File: config.mk
export PLATFORM = sky130hd
export DESIGN_NAME = load_store_unit_flat
export DESIGN_NICKNAME = d
export VERILOG_FILES = /design/src/rtl/load_store_unit_if.sv /design/src/rtl/load_store_unit.sv /design/src/flat_wrapper.sv
export SDC_FILE = /design/constraint.sdc
export NUM_CORES = 1
export LEC_CHECK = 0
export CORE_MARGIN = 2
export CORE_UTILIZATION = 53
export CTS_CLUSTER_DIAMETER = 100
export CTS_CLUSTER_SIZE = 8
export DETAILED_ROUTE_END_ITERATION = 12
export PLACE_DENSITY = 0.86
export SLEW_MARGIN = 20
export SYNTH_ARGS = -nofsm -noshare
export SYNTH_HDL_FRONTEND = slang
export SYNTH_SLANG_ARGS = --single-unit
File: constraint.sdc
create_clock -name clk -period 8 [get_ports clk]
set_clock_uncertainty 0.2 [all_clocks]
set_input_delay 1.2 -clock clk [delete_from_list [all_inputs] [get_ports clk]]
set_output_delay 1.2 -clock clk [all_outputs]
set_load 0.01 [all_outputs]
File: src/rtl/load_store_unit_if.sv
// Request, RAM and response signals of the load/store unit, grouped as one bundle.
// The slave modport is the unit itself; the master modport is the pipeline/RAM side.
interface load_store_unit_if #(
  parameter int DATA_WIDTH = 32,
  parameter int ADDR_WIDTH = 32
);
  localparam int LANES = DATA_WIDTH / 8;

  logic                  req_valid;
  logic                  req_ready;
  logic                  req_write;
  logic [1:0]            req_size;
  logic                  req_sign_ext;
  logic [ADDR_WIDTH-1:0] req_addr;
  logic [DATA_WIDTH-1:0] req_wdata;
  logic [4:0]            req_reg_addr;
  logic [ADDR_WIDTH-1:0] req_pc;

  logic                  ram_en;
  logic                  ram_ready;
  logic [LANES-1:0]      ram_we;
  logic [ADDR_WIDTH-1:0] ram_addr;
  logic [DATA_WIDTH-1:0] ram_wdata;
  logic                  ram_rvalid;
  logic [DATA_WIDTH-1:0] ram_rdata;

  logic                  rsp_valid;
  logic [DATA_WIDTH-1:0] rsp_data;
  logic                  rsp_write;
  logic [4:0]            rsp_reg_addr;
  logic [ADDR_WIDTH-1:0] rsp_pc;
  logic                  rsp_addr_error;

  modport slave (
    input  req_valid, req_write, req_size, req_sign_ext, req_addr, req_wdata,
           req_reg_addr, req_pc, ram_ready, ram_rvalid, ram_rdata,
    output req_ready, ram_en, ram_we, ram_addr, ram_wdata,
           rsp_valid, rsp_data, rsp_write, rsp_reg_addr, rsp_pc, rsp_addr_error
  );

  modport master (
    output req_valid, req_write, req_size, req_sign_ext, req_addr, req_wdata,
           req_reg_addr, req_pc, ram_ready, ram_rvalid, ram_rdata,
    input  req_ready, ram_en, ram_we, ram_addr, ram_wdata,
           rsp_valid, rsp_data, rsp_write, rsp_reg_addr, rsp_pc, rsp_addr_error
  );
endinterface

File: src/rtl/load_store_unit.sv
// MEM/WB load-store unit: issues RAM accesses, tracks them in order in a small FIFO,
// aligns/extends load data and retires each access as a one-cycle response.
module load_store_unit #(
  parameter int DATA_WIDTH = 32,
  parameter int ADDR_WIDTH = 32,
  parameter int DEPTH      = 4
) (
  input logic              clk,
  input logic              rst,
  load_store_unit_if.slave bus
);
  localparam int LANES = DATA_WIDTH / 8;
  localparam int OFF   = $clog2(LANES);
  localparam int PTR_W = $clog2(DEPTH);
  localparam int CNT_W = $clog2(DEPTH + 1);

  logic [OFF-1:0]        lane;
  logic [2:0]            lane_ext;
  logic                  misaligned;
  logic [7:0]            base_mask;
  logic                  full, empty, push, pop, mis_accept;
  logic [CNT_W-1:0]      count;
  logic [PTR_W-1:0]      rd_ptr, wr_ptr;
  logic                  err_pending;

  logic                  fifo_write [DEPTH];
  logic [1:0]            fifo_size  [DEPTH];
  logic                  fifo_sign  [DEPTH];
  logic [OFF-1:0]        fifo_lane  [DEPTH];
  logic [4:0]            fifo_reg   [DEPTH];
  logic [ADDR_WIDTH-1:0] fifo_pc    [DEPTH];

  logic [DATA_WIDTH-1:0] shifted, keep_mask, load_data;
  logic                  msb;

  logic                  rsp_valid_q, rsp_write_q, rsp_err_q;
  logic [DATA_WIDTH-1:0] rsp_data_q;
  logic [4:0]            rsp_reg_q;
  logic [ADDR_WIDTH-1:0] rsp_pc_q;

  assign lane     = bus.req_addr[OFF-1:0];
  assign lane_ext = 3'(lane);

  // Doublewords are never legal on a 32-bit RAM, regardless of address.
  always_comb begin
    misaligned = 1'b0;
    case (bus.req_size)
      2'd1:    misaligned = lane_ext[0];
      2'd2:    misaligned = |lane_ext[1:0];
      2'd3:    misaligned = (|lane_ext) || (LANES < 8);
      default: misaligned = 1'b0;
    endcase
  end

  assign full  = (count == CNT_W'(DEPTH));
  assign empty = (count == '0);

  // Misaligned requests bypass the RAM, so they wait for an idle pipe to keep order.
  assign bus.ram_en    = bus.req_valid && !misaligned && !full;
  assign bus.req_ready = misaligned ? (empty && !err_pending) : (bus.ram_en && bus.ram_ready);
  assign push          = bus.ram_en && bus.ram_ready;
  assign mis_accept    = bus.req_valid && misaligned && empty && !err_pending;
  assign pop           = bus.ram_rvalid && !empty;

  always_comb begin
    base_mask = 8'h00;
    case (bus.req_size)
      2'd0:    base_mask = 8'h01;
      2'd1:    base_mask = 8'h03;
      2'd2:    base_mask = 8'h0F;
      default: base_mask = 8'hFF;
    endcase
  end

  assign bus.ram_we    = bus.req_write ? (LANES'(base_mask) << lane) : '0;
  assign bus.ram_wdata = bus.req_wdata << {lane, 3'b000};
  assign bus.ram_addr  = bus.req_addr & ~ADDR_WIDTH'(LANES - 1);

  assign shifted = bus.ram_rdata >> {fifo_lane[rd_ptr], 3'b000};

  // A keep-mask covering the whole word leaves nothing to extend, giving pass-through.
  always_comb begin
    keep_mask = '1;
    msb       = shifted[DATA_WIDTH-1];
    case (fifo_size[rd_ptr])
      2'd0: begin keep_mask = DATA_WIDTH'(8'hFF);         msb = shifted[7];  end
      2'd1: begin keep_mask = DATA_WIDTH'(16'hFFFF);      msb = shifted[15]; end
      2'd2: begin keep_mask = DATA_WIDTH'(32'hFFFF_FFFF); msb = shifted[31]; end
      default: begin keep_mask = '1; msb = shifted[DATA_WIDTH-1]; end
    endcase
    load_data = (shifted & keep_mask) | ((fifo_sign[rd_ptr] && msb) ? ~keep_mask : '0);
  end

  always_ff @(posedge clk) begin
    if (push) begin
      fifo_write[wr_ptr] <= bus.req_write;
      fifo_size[wr_ptr]  <= bus.req_size;
      fifo_sign[wr_ptr]  <= bus.req_sign_ext;
      fifo_lane[wr_ptr]  <= lane;
      fifo_reg[wr_ptr]   <= bus.req_reg_addr;
      fifo_pc[wr_ptr]    <= bus.req_pc;
    end
  end

  // Pop and misaligned acceptance are exclusive: the latter needs an empty FIFO.
  always_ff @(posedge clk or posedge rst) begin
    if (rst) begin
      count       <= '0;
      rd_ptr      <= '0;
      wr_ptr      <= '0;
      err_pending <= 1'b0;
      rsp_valid_q <= 1'b0;
      rsp_write_q <= 1'b0;
      rsp_err_q   <= 1'b0;
      rsp_data_q  <= '0;
      rsp_reg_q   <= '0;
      rsp_pc_q    <= '0;
    end else begin
      err_pending <= mis_accept;
      rsp_valid_q <= pop || mis_accept;
      count       <= count + CNT_W'(push) - CNT_W'(pop);
      if (push) wr_ptr <= wr_ptr + PTR_W'(1);
      if (pop) begin
        rd_ptr      <= rd_ptr + PTR_W'(1);
        rsp_data_q  <= fifo_write[rd_ptr] ? '0 : load_data;
        rsp_write_q <= fifo_write[rd_ptr];
        rsp_reg_q   <= fifo_reg[rd_ptr];
        rsp_pc_q    <= fifo_pc[rd_ptr];
        rsp_err_q   <= 1'b0;
      end else if (mis_accept) begin
        rsp_data_q  <= '0;
        rsp_write_q <= bus.req_write;
        rsp_reg_q   <= bus.req_reg_addr;
        rsp_pc_q    <= bus.req_pc;
        rsp_err_q   <= 1'b1;
      end
    end
  end

  assign bus.rsp_valid      = rsp_valid_q;
  assign bus.rsp_data       = rsp_data_q;
  assign bus.rsp_write      = rsp_write_q;
  assign bus.rsp_reg_addr   = rsp_reg_q;
  assign bus.rsp_pc         = rsp_pc_q;
  assign bus.rsp_addr_error = rsp_err_q;
endmodule

File: src/flat_wrapper.sv
// flat-port wrapper written by rule: the top's interface ports become plain ports
module load_store_unit_flat 
#(
  parameter int DATA_WIDTH = 32,
  parameter int ADDR_WIDTH = 32,
  parameter int DEPTH      = 4
)
  (clk, rst, bus_req_valid, bus_req_write, bus_req_size, bus_req_sign_ext, bus_req_addr, bus_req_wdata, bus_req_reg_addr, bus_req_pc, bus_ram_ready, bus_ram_rvalid, bus_ram_rdata, bus_req_ready, bus_ram_en, bus_ram_we, bus_ram_addr, bus_ram_wdata, bus_rsp_valid, bus_rsp_data, bus_rsp_write, bus_rsp_reg_addr, bus_rsp_pc, bus_rsp_addr_error);
  load_store_unit_if #(.DATA_WIDTH(DATA_WIDTH), .ADDR_WIDTH(ADDR_WIDTH)) bus_i ();
  input logic clk;
  input logic rst;
  input wire logic [$bits(bus_i.req_valid)-1:0] bus_req_valid;
  input wire logic [$bits(bus_i.req_write)-1:0] bus_req_write;
  input wire logic [$bits(bus_i.req_size)-1:0] bus_req_size;
  input wire logic [$bits(bus_i.req_sign_ext)-1:0] bus_req_sign_ext;
  input wire logic [$bits(bus_i.req_addr)-1:0] bus_req_addr;
  input wire logic [$bits(bus_i.req_wdata)-1:0] bus_req_wdata;
  input wire logic [$bits(bus_i.req_reg_addr)-1:0] bus_req_reg_addr;
  input wire logic [$bits(bus_i.req_pc)-1:0] bus_req_pc;
  input wire logic [$bits(bus_i.ram_ready)-1:0] bus_ram_ready;
  input wire logic [$bits(bus_i.ram_rvalid)-1:0] bus_ram_rvalid;
  input wire logic [$bits(bus_i.ram_rdata)-1:0] bus_ram_rdata;
  output wire logic [$bits(bus_i.req_ready)-1:0] bus_req_ready;
  output wire logic [$bits(bus_i.ram_en)-1:0] bus_ram_en;
  output wire logic [$bits(bus_i.ram_we)-1:0] bus_ram_we;
  output wire logic [$bits(bus_i.ram_addr)-1:0] bus_ram_addr;
  output wire logic [$bits(bus_i.ram_wdata)-1:0] bus_ram_wdata;
  output wire logic [$bits(bus_i.rsp_valid)-1:0] bus_rsp_valid;
  output wire logic [$bits(bus_i.rsp_data)-1:0] bus_rsp_data;
  output wire logic [$bits(bus_i.rsp_write)-1:0] bus_rsp_write;
  output wire logic [$bits(bus_i.rsp_reg_addr)-1:0] bus_rsp_reg_addr;
  output wire logic [$bits(bus_i.rsp_pc)-1:0] bus_rsp_pc;
  output wire logic [$bits(bus_i.rsp_addr_error)-1:0] bus_rsp_addr_error;
  assign bus_i.req_valid = bus_req_valid;
  assign bus_i.req_write = bus_req_write;
  assign bus_i.req_size = bus_req_size;
  assign bus_i.req_sign_ext = bus_req_sign_ext;
  assign bus_i.req_addr = bus_req_addr;
  assign bus_i.req_wdata = bus_req_wdata;
  assign bus_i.req_reg_addr = bus_req_reg_addr;
  assign bus_i.req_pc = bus_req_pc;
  assign bus_i.ram_ready = bus_ram_ready;
  assign bus_i.ram_rvalid = bus_ram_rvalid;
  assign bus_i.ram_rdata = bus_ram_rdata;
  assign bus_req_ready = bus_i.req_ready;
  assign bus_ram_en = bus_i.ram_en;
  assign bus_ram_we = bus_i.ram_we;
  assign bus_ram_addr = bus_i.ram_addr;
  assign bus_ram_wdata = bus_i.ram_wdata;
  assign bus_rsp_valid = bus_i.rsp_valid;
  assign bus_rsp_data = bus_i.rsp_data;
  assign bus_rsp_write = bus_i.rsp_write;
  assign bus_rsp_reg_addr = bus_i.rsp_reg_addr;
  assign bus_rsp_pc = bus_i.rsp_pc;
  assign bus_rsp_addr_error = bus_i.rsp_addr_error;
  load_store_unit #(.DATA_WIDTH(DATA_WIDTH), .ADDR_WIDTH(ADDR_WIDTH), .DEPTH(DEPTH)) u_core (.clk(clk), .rst(rst), .bus(bus_i));
endmodule
Word level (Yosys, flattened, before mapping)
Memory sizes are Yosys's and may differ from the RTL's. Cells that the tools add are included.

Flip-flop bits (word level): 80. RAM bits: 172. Output and inout port bits: 142. Word-level logic and storage cells: 70. Memories kept: 6.

Memories: u_core.fifo_pc (depth 4, bits a word 32, read ports 1, clocked after Yosys merged registers in 0, wr ports 1, RTL line load_store_unit.sv:31) `logic [ADDR_WIDTH-1:0] fifo_pc [DEPTH];`; u_core.fifo_reg (depth 4, bits a word 5, read ports 1, clocked after Yosys merged registers in 0, wr ports 1, RTL line load_store_unit.sv:30) `logic [4:0] fifo_reg [DEPTH];`; u_core.fifo_lane (depth 4, bits a word 2, read ports 1, clocked after Yosys merged registers in 0, wr ports 1, RTL line load_store_unit.sv:29) `logic [OFF-1:0] fifo_lane [DEPTH];`; u_core.fifo_size (depth 4, bits a word 2, read ports 1, clocked after Yosys merged registers in 0, wr ports 1, RTL line load_store_unit.sv:27) `logic [1:0] fifo_size [DEPTH];`; u_core.fifo_sign (depth 4, bits a word 1, read ports 1, clocked after Yosys merged registers in 0, wr ports 1, RTL line load_store_unit.sv:28) `logic fifo_sign [DEPTH];`; u_core.fifo_write (depth 4, bits a word 1, read ports 1, clocked after Yosys merged registers in 0, wr ports 1, RTL line load_store_unit.sv:26) `logic fifo_write [DEPTH];`.

Add/subtract/negate cells: 4. Equality and inequality tests: 5. Shift operators: 3. Mux-type cells: 20. Bitwise gates (word level): 3. Reduce and logical (&&, ||, !) cells: 19.

Operator list (count): $mux 32 (6); $pmux 32 s2 (1); $and 32x32->32 (1); $not 32->32 (1); $or 32x32->32 (1); $shl 32x5->32 (1); $shr 32x5->32 (1); $pmux 4 s3 (1); $mux 5 (2); $logic_and 1x1->1 (9); $mux 1 (7); $add 2x1->2 const B (2); $eq 2x1->1 const B (2); $eq 2x2->1 const B (2); $logic_not 1->1 (4); $logic_not 2->1 (2); $mux 4 (1); $shl 4x2->4 (1); $add 3x1->3 (1); $eq 3x3->1 const B (1); $logic_not 3->1 (1); $pmux 1 s3 (1); $sub 3x1->3 (1); $pmux 1 s2 (1); 3 further kinds (3).

Longest topological paths before layout
Word-level depth: 8. Gate-level depth with buffers: 12. Depth with buffers taken out: 12.

Worst setup path after synthesis
OpenSTA, ideal clock, no wires.

Kind: input to output. Start: in bus_req_addr[1]. End: out bus_req_ready. Arrival time: 2.505 ns. Required time: 6.600 ns. Slack: 4.095 ns. Cell stages on the path: 6. Buffers on the path: 0. Cells stage by stage: o21ai_0 > a21oi_1 > a211oi_1 > and2_1 > inv_1 > nand2_1.

Longest elaborated chain between the ends: 7.

Ends and longest elaborated chain: start: declaration (RTL line flat_wrapper.sv:16) `input wire logic [$bits(bus_i.req_addr)-1:0] bus_req_addr;`; $reduce_or 2->1; $pmux 1 s3 (RTL line load_store_unit.sv:47) `case (bus.req_size)`; $logic_not 1->1 (RTL line load_store_unit.sv:59) `assign bus.ram_en = bus.req_valid && !misaligned && !full;`; $logic_and 1x1->1 (2 in series) (RTL line load_store_unit.sv:59); via bus_ram_en (RTL line flat_wrapper.sv:24) `output wire logic [$bits(bus_i.ram_en)-1:0] bus_ram_en;`; $logic_and 1x1->1 (RTL line load_store_unit.sv:60) `assign bus.req_ready = misaligned ? (empty && !err_pending) : (bus.ram_en && bus.ram_ready);`; $mux 1 (RTL line load_store_unit.sv:60); end: declaration (RTL line flat_wrapper.sv:23) `output wire logic [$bits(bus_i.req_ready)-1:0] bus_req_ready;`.

The timed path passes the listed nets, and every way through them passes these cells.

Worst setup path after layout
Start: in bus_req_size[0]. End: out bus_req_ready.

Longest elaborated chain between the ends: 7. Elaborated cells between the ends (all ways): 9. Classes of those cells: 3 x eq/ne; 2 x mux; 4 x reduce/logical.

Ends and longest elaborated chain: start: declaration (RTL line flat_wrapper.sv:14) `input wire logic [$bits(bus_i.req_size)-1:0] bus_req_size;`; $eq 2x2->1 / $eq 2x1->1 (equally long branches) (RTL line load_store_unit.sv:47); $pmux 1 s3 * (RTL line load_store_unit.sv:47); $logic_not 1->1 (RTL line load_store_unit.sv:59); $logic_and 1x1->1 (2 in series) (RTL line load_store_unit.sv:59); $logic_and 1x1->1 (RTL line load_store_unit.sv:60); $mux 1 * (RTL line load_store_unit.sv:60).

Every way passes the cells marked *; elsewhere a longest branch is shown, timed or not.

==> out/metrics.yaml <==
power_and_ir_drop:
  p_seq_share_pct: 38.6
  netSwitchingFraction_pct: 30.22
  irDropWorstVdd_v: 0.0001578
  switchingPower_w: 0.001466
  total_leakage_power_nw: 5.316
  comb_power_share_pct: 32.2
  power.clock.fraction_pct: 29.3
  internal-power_w: 0.003385
  power.density_nw_per_um2: 339.8
yosys:
  synth-edff-count: 172
  synthMuxAreaShare_pct: 13.80
  synth_largest_area_cell: "edfxtp_1"
  synth_top_area_share_pct: 47.07
  ys_top_cells_by_area: "edfxtp_1 47%, dfrtp_1 18%, mux4_2 9.0%, mux2i_1 4.6%, nand2_1 3.2%"
  syn_area_sq_um: 10970
  synth_top_family_by_area: "multiplexers"
  avgSynthCellArea_sq_um: 14.42
  yosys.area_share.simple_pct: 7.105
  syn_inst: 761
  synth-adder-area-share_pct: 0.8667
  synth_cell_type_count: 44
  synthArstFlopShare_pct: 31.75
  synth_compound_area_share_pct: 7.823
  ys_seq_area_share_pct: 65.32
  synth-xor-area-share_pct: 0.3991
  synth_common_cells: "172 x edfxtp_1, 94 x nand2_1, 80 x dfrtp_1"
  ys.flop_type: "edfxtp_1"
  yosysWarnings: 0
  yosysMostFrequentCell: "edfxtp_1"
  ys_ff_latch: 252
floorplanning:
  num_rows: 52
  die_area_sq_um: 21870
  start_util_pct: 54.05
  pin_count: 284
  core_area_sq_um: 20300
  die_w_microns: 147.9
  die_h_microns: 147.9
worst_setup_path:
  worstReg2RegEnd: "u_core.bus.rsp_data[20]"
  cp_max_fo: 9
  crit_arrival_ns: 3.74
  rrSetupSlack_ns: 4.26
  r2r_cells: 5
  critical_path_class: "input pin to output pin"
  r2r-start: "u_core.rd_ptr[0]"
  worstSetupStartpointType: "input pin"
  end_kind: "output pin"
  worstPathRequired_ns: 6.60
clock_network:
  post_cts_resized: 0
  clkLatencyLatePin_ns: 0.49
  post_cts_buffers: 0
  cts_made_buffers: 37
  clockBufferDepth: 3
  cts_tree: "built"
  h-tree-depth: 2
  clk_pin_slew_worst_paths_ns: 0.05
  cts.sinks: 252
  cts_hold_buf: 0
  root_buffer: "clkbuf_16"
cells_and_area:
  layout-drive-gt1-share_pct: 11.20
  largest-register: "u_core.fifo_pc"
  fillerInstances: 1380
  syn_to_final_growth_pct: 30.09
  largest_register_ffs: 128
  nNetsFinal: 1104
place:
  dp_hpwl_microns: 16830
  place_ws_ns: 2.920
  io_buffers: 221
  gp_congestion: 0.8027
timing:
  fin_crit_sh_pct: 64.21
  final.setup.worst_slack_ns: 2.863
  setup_violations: 0
  hold_viol: 0
  worst_slew_pin_slew_ns: 0.9644
  max_freq_mhz: 194.7
  slew_viol_final: 0
  relSlewSlack_pct: 35.71
  fin_tns_setup_ns: 0
  rsz0062_at_grt: "no"
  fin_crit_ns: 5.137
drt:
  drcViolationCount: 0
  first_iter_violations: 476
  wl_per_cell_microns: 21.55
  wirelength_microns: 27040
  first_pass_iters: 5
  vias_per_cell: 5.779
  dr_total_vias: 7253
  postRouteAntennaNets: 0
min_path:
  min_from: "u_core.bus.rsp_data[14]"
  holdPathStages: 1
  holdPathEnd: "u_core.bus.rsp_data[14]"
  hold_path.class: "register to register"
global_route:
  antenna_found_initial: 3
  grt_pass1_wl_microns: 41670
  gr-total-overflow: 0
  track_usage_pct: 24.78
  grt_pass1_vias: 7657
  grt_max_degree: 82
run:
  cap_viol_max_count: 0
status:
  status: "complete, no violations"
[placed cells by master (no fill, tap or decap), types with 7 or more instances in the layout]
| master | instances |
|---|---|
| a31oi_1 | 37 |
| a211oi_1 | 10 |
| a21oi_1 | 11 |
| o21ai_0 | 10 |
| o211ai_1 | 9 |
| mux2i_1 | 50 |
| clkbuf_16 | 37 |
| and2_1 | 10 |
| nor2b_1 | 8 |
| a221o_1 | 8 |
| nand2_1 | 94 |
| a32o_1 | 7 |
| a22o_1 | 8 |
| clkbuf_1 | 26 |
| dfrtp_1 | 78 |
| clkdlybuf4s50_1 | 220 |
| buf_4 | 11 |
| o221ai_1 | 8 |
| nor2_1 | 53 |
| edfxtp_1 | 172 |
| mux4_2 | 44 |
| inv_1 | 18 |
[power by group through the flow]
stage	sequential, W	clock, W	combinational (W)
finish	0.00187	0.00142	0.00156
global route	0.00191	0.00150	0.00167
detailed placement	0.00189	0	0.00156
CTS	0.00188	0.00144	0.00157
global placement	0.00188	0	0.00151
floorplan	0.00187	0	0.000891
[metrics by stage]
stage	hold slack, ns	power [W]	utilization [%]	cells	instance area, sq um
after floorplan	0.3074	0.002756	-	762	10980
after global placement	0.2745	0.003397	65.00	1186	13190
after detailed placement	0.2806	0.003456	65.00	1186	13190
after CTS	0.2930	0.004890	70.27	1252	14260
after global routing	0.3109	0.005082	70.32	1255	14270
final	0.2894	0.004851	70.32	1255	14270
[cell type report]
class | count | area, sq um | share of cell area [%]
Antenna cell | 3 | 7.507 | 0.05259
Clock inverter | 3 | 47.55 | 0.3331
Inverter | 20 | 76.32 | 0.5347
Multi-Input combinational cell | 412 | 3319 | 23.26
Sequential cell | 252 | 7172 | 50.25
Timing Repair Buffer | 232 | 2290 | 16.04
Tap cell | 270 | 337.8 | 2.367
Clock buffer | 63 | 1023 | 7.170
[layer usage]
| metal | vias to the layer above | global-route usage, % | wire, microns |
|---|---|---|---|
| met2 | 335 | 41.72 | 13670 |
| met5 | - | 0 | 0 |
| met3 | 43 | 6.852 | 2167 |
| met1 | 3636 | 31.47 | 10700 |
| met4 | 0 | 8.143 | 504 |
| li1 | 3239 | - | - |
[worst max-delay path by stage]
| stage | startpoint | end | slack, ns | cells past startpoint |
|---|---|---|---|---|
| 3_3_place_gp | bus_req_size[0] | bus_req_ready | 3.01 | 8 |
| 3_5_place_dp | bus_req_size[0] | bus_req_ready | 2.92 | 8 |
| 6_report | bus_req_size[0] | bus_req_ready | 2.86 | 8 |
| 5_1_grt | bus_req_size[0] | bus_req_ready | 2.67 | 8 |
| 4_1_cts | bus_req_size[0] | bus_req_ready | 2.88 | 8 |
| 2_1_floorplan | bus_req_addr[1] | bus_req_ready | 4.09 | 6 |
[cells by family after synthesis]
kind of cell	count (synthesis)
other cells	1
simple gates	183
flops	252
compound gates	119
fa+ha+maj	7
buf+inv	98
mux	96
xor+xnor	5
[critical path: stages]
cell	delay [ns]
clkdlybuf4s50_1	0.57
o21ai_0	0.35
a21oi_1	0.12
a211oi_1	0.53
and2_1	0.28
inv_1	0.08
nand2_1	0.07
clkdlybuf4s50_1	0.54
Note: power is estimated with default switching activity, not from simulation.
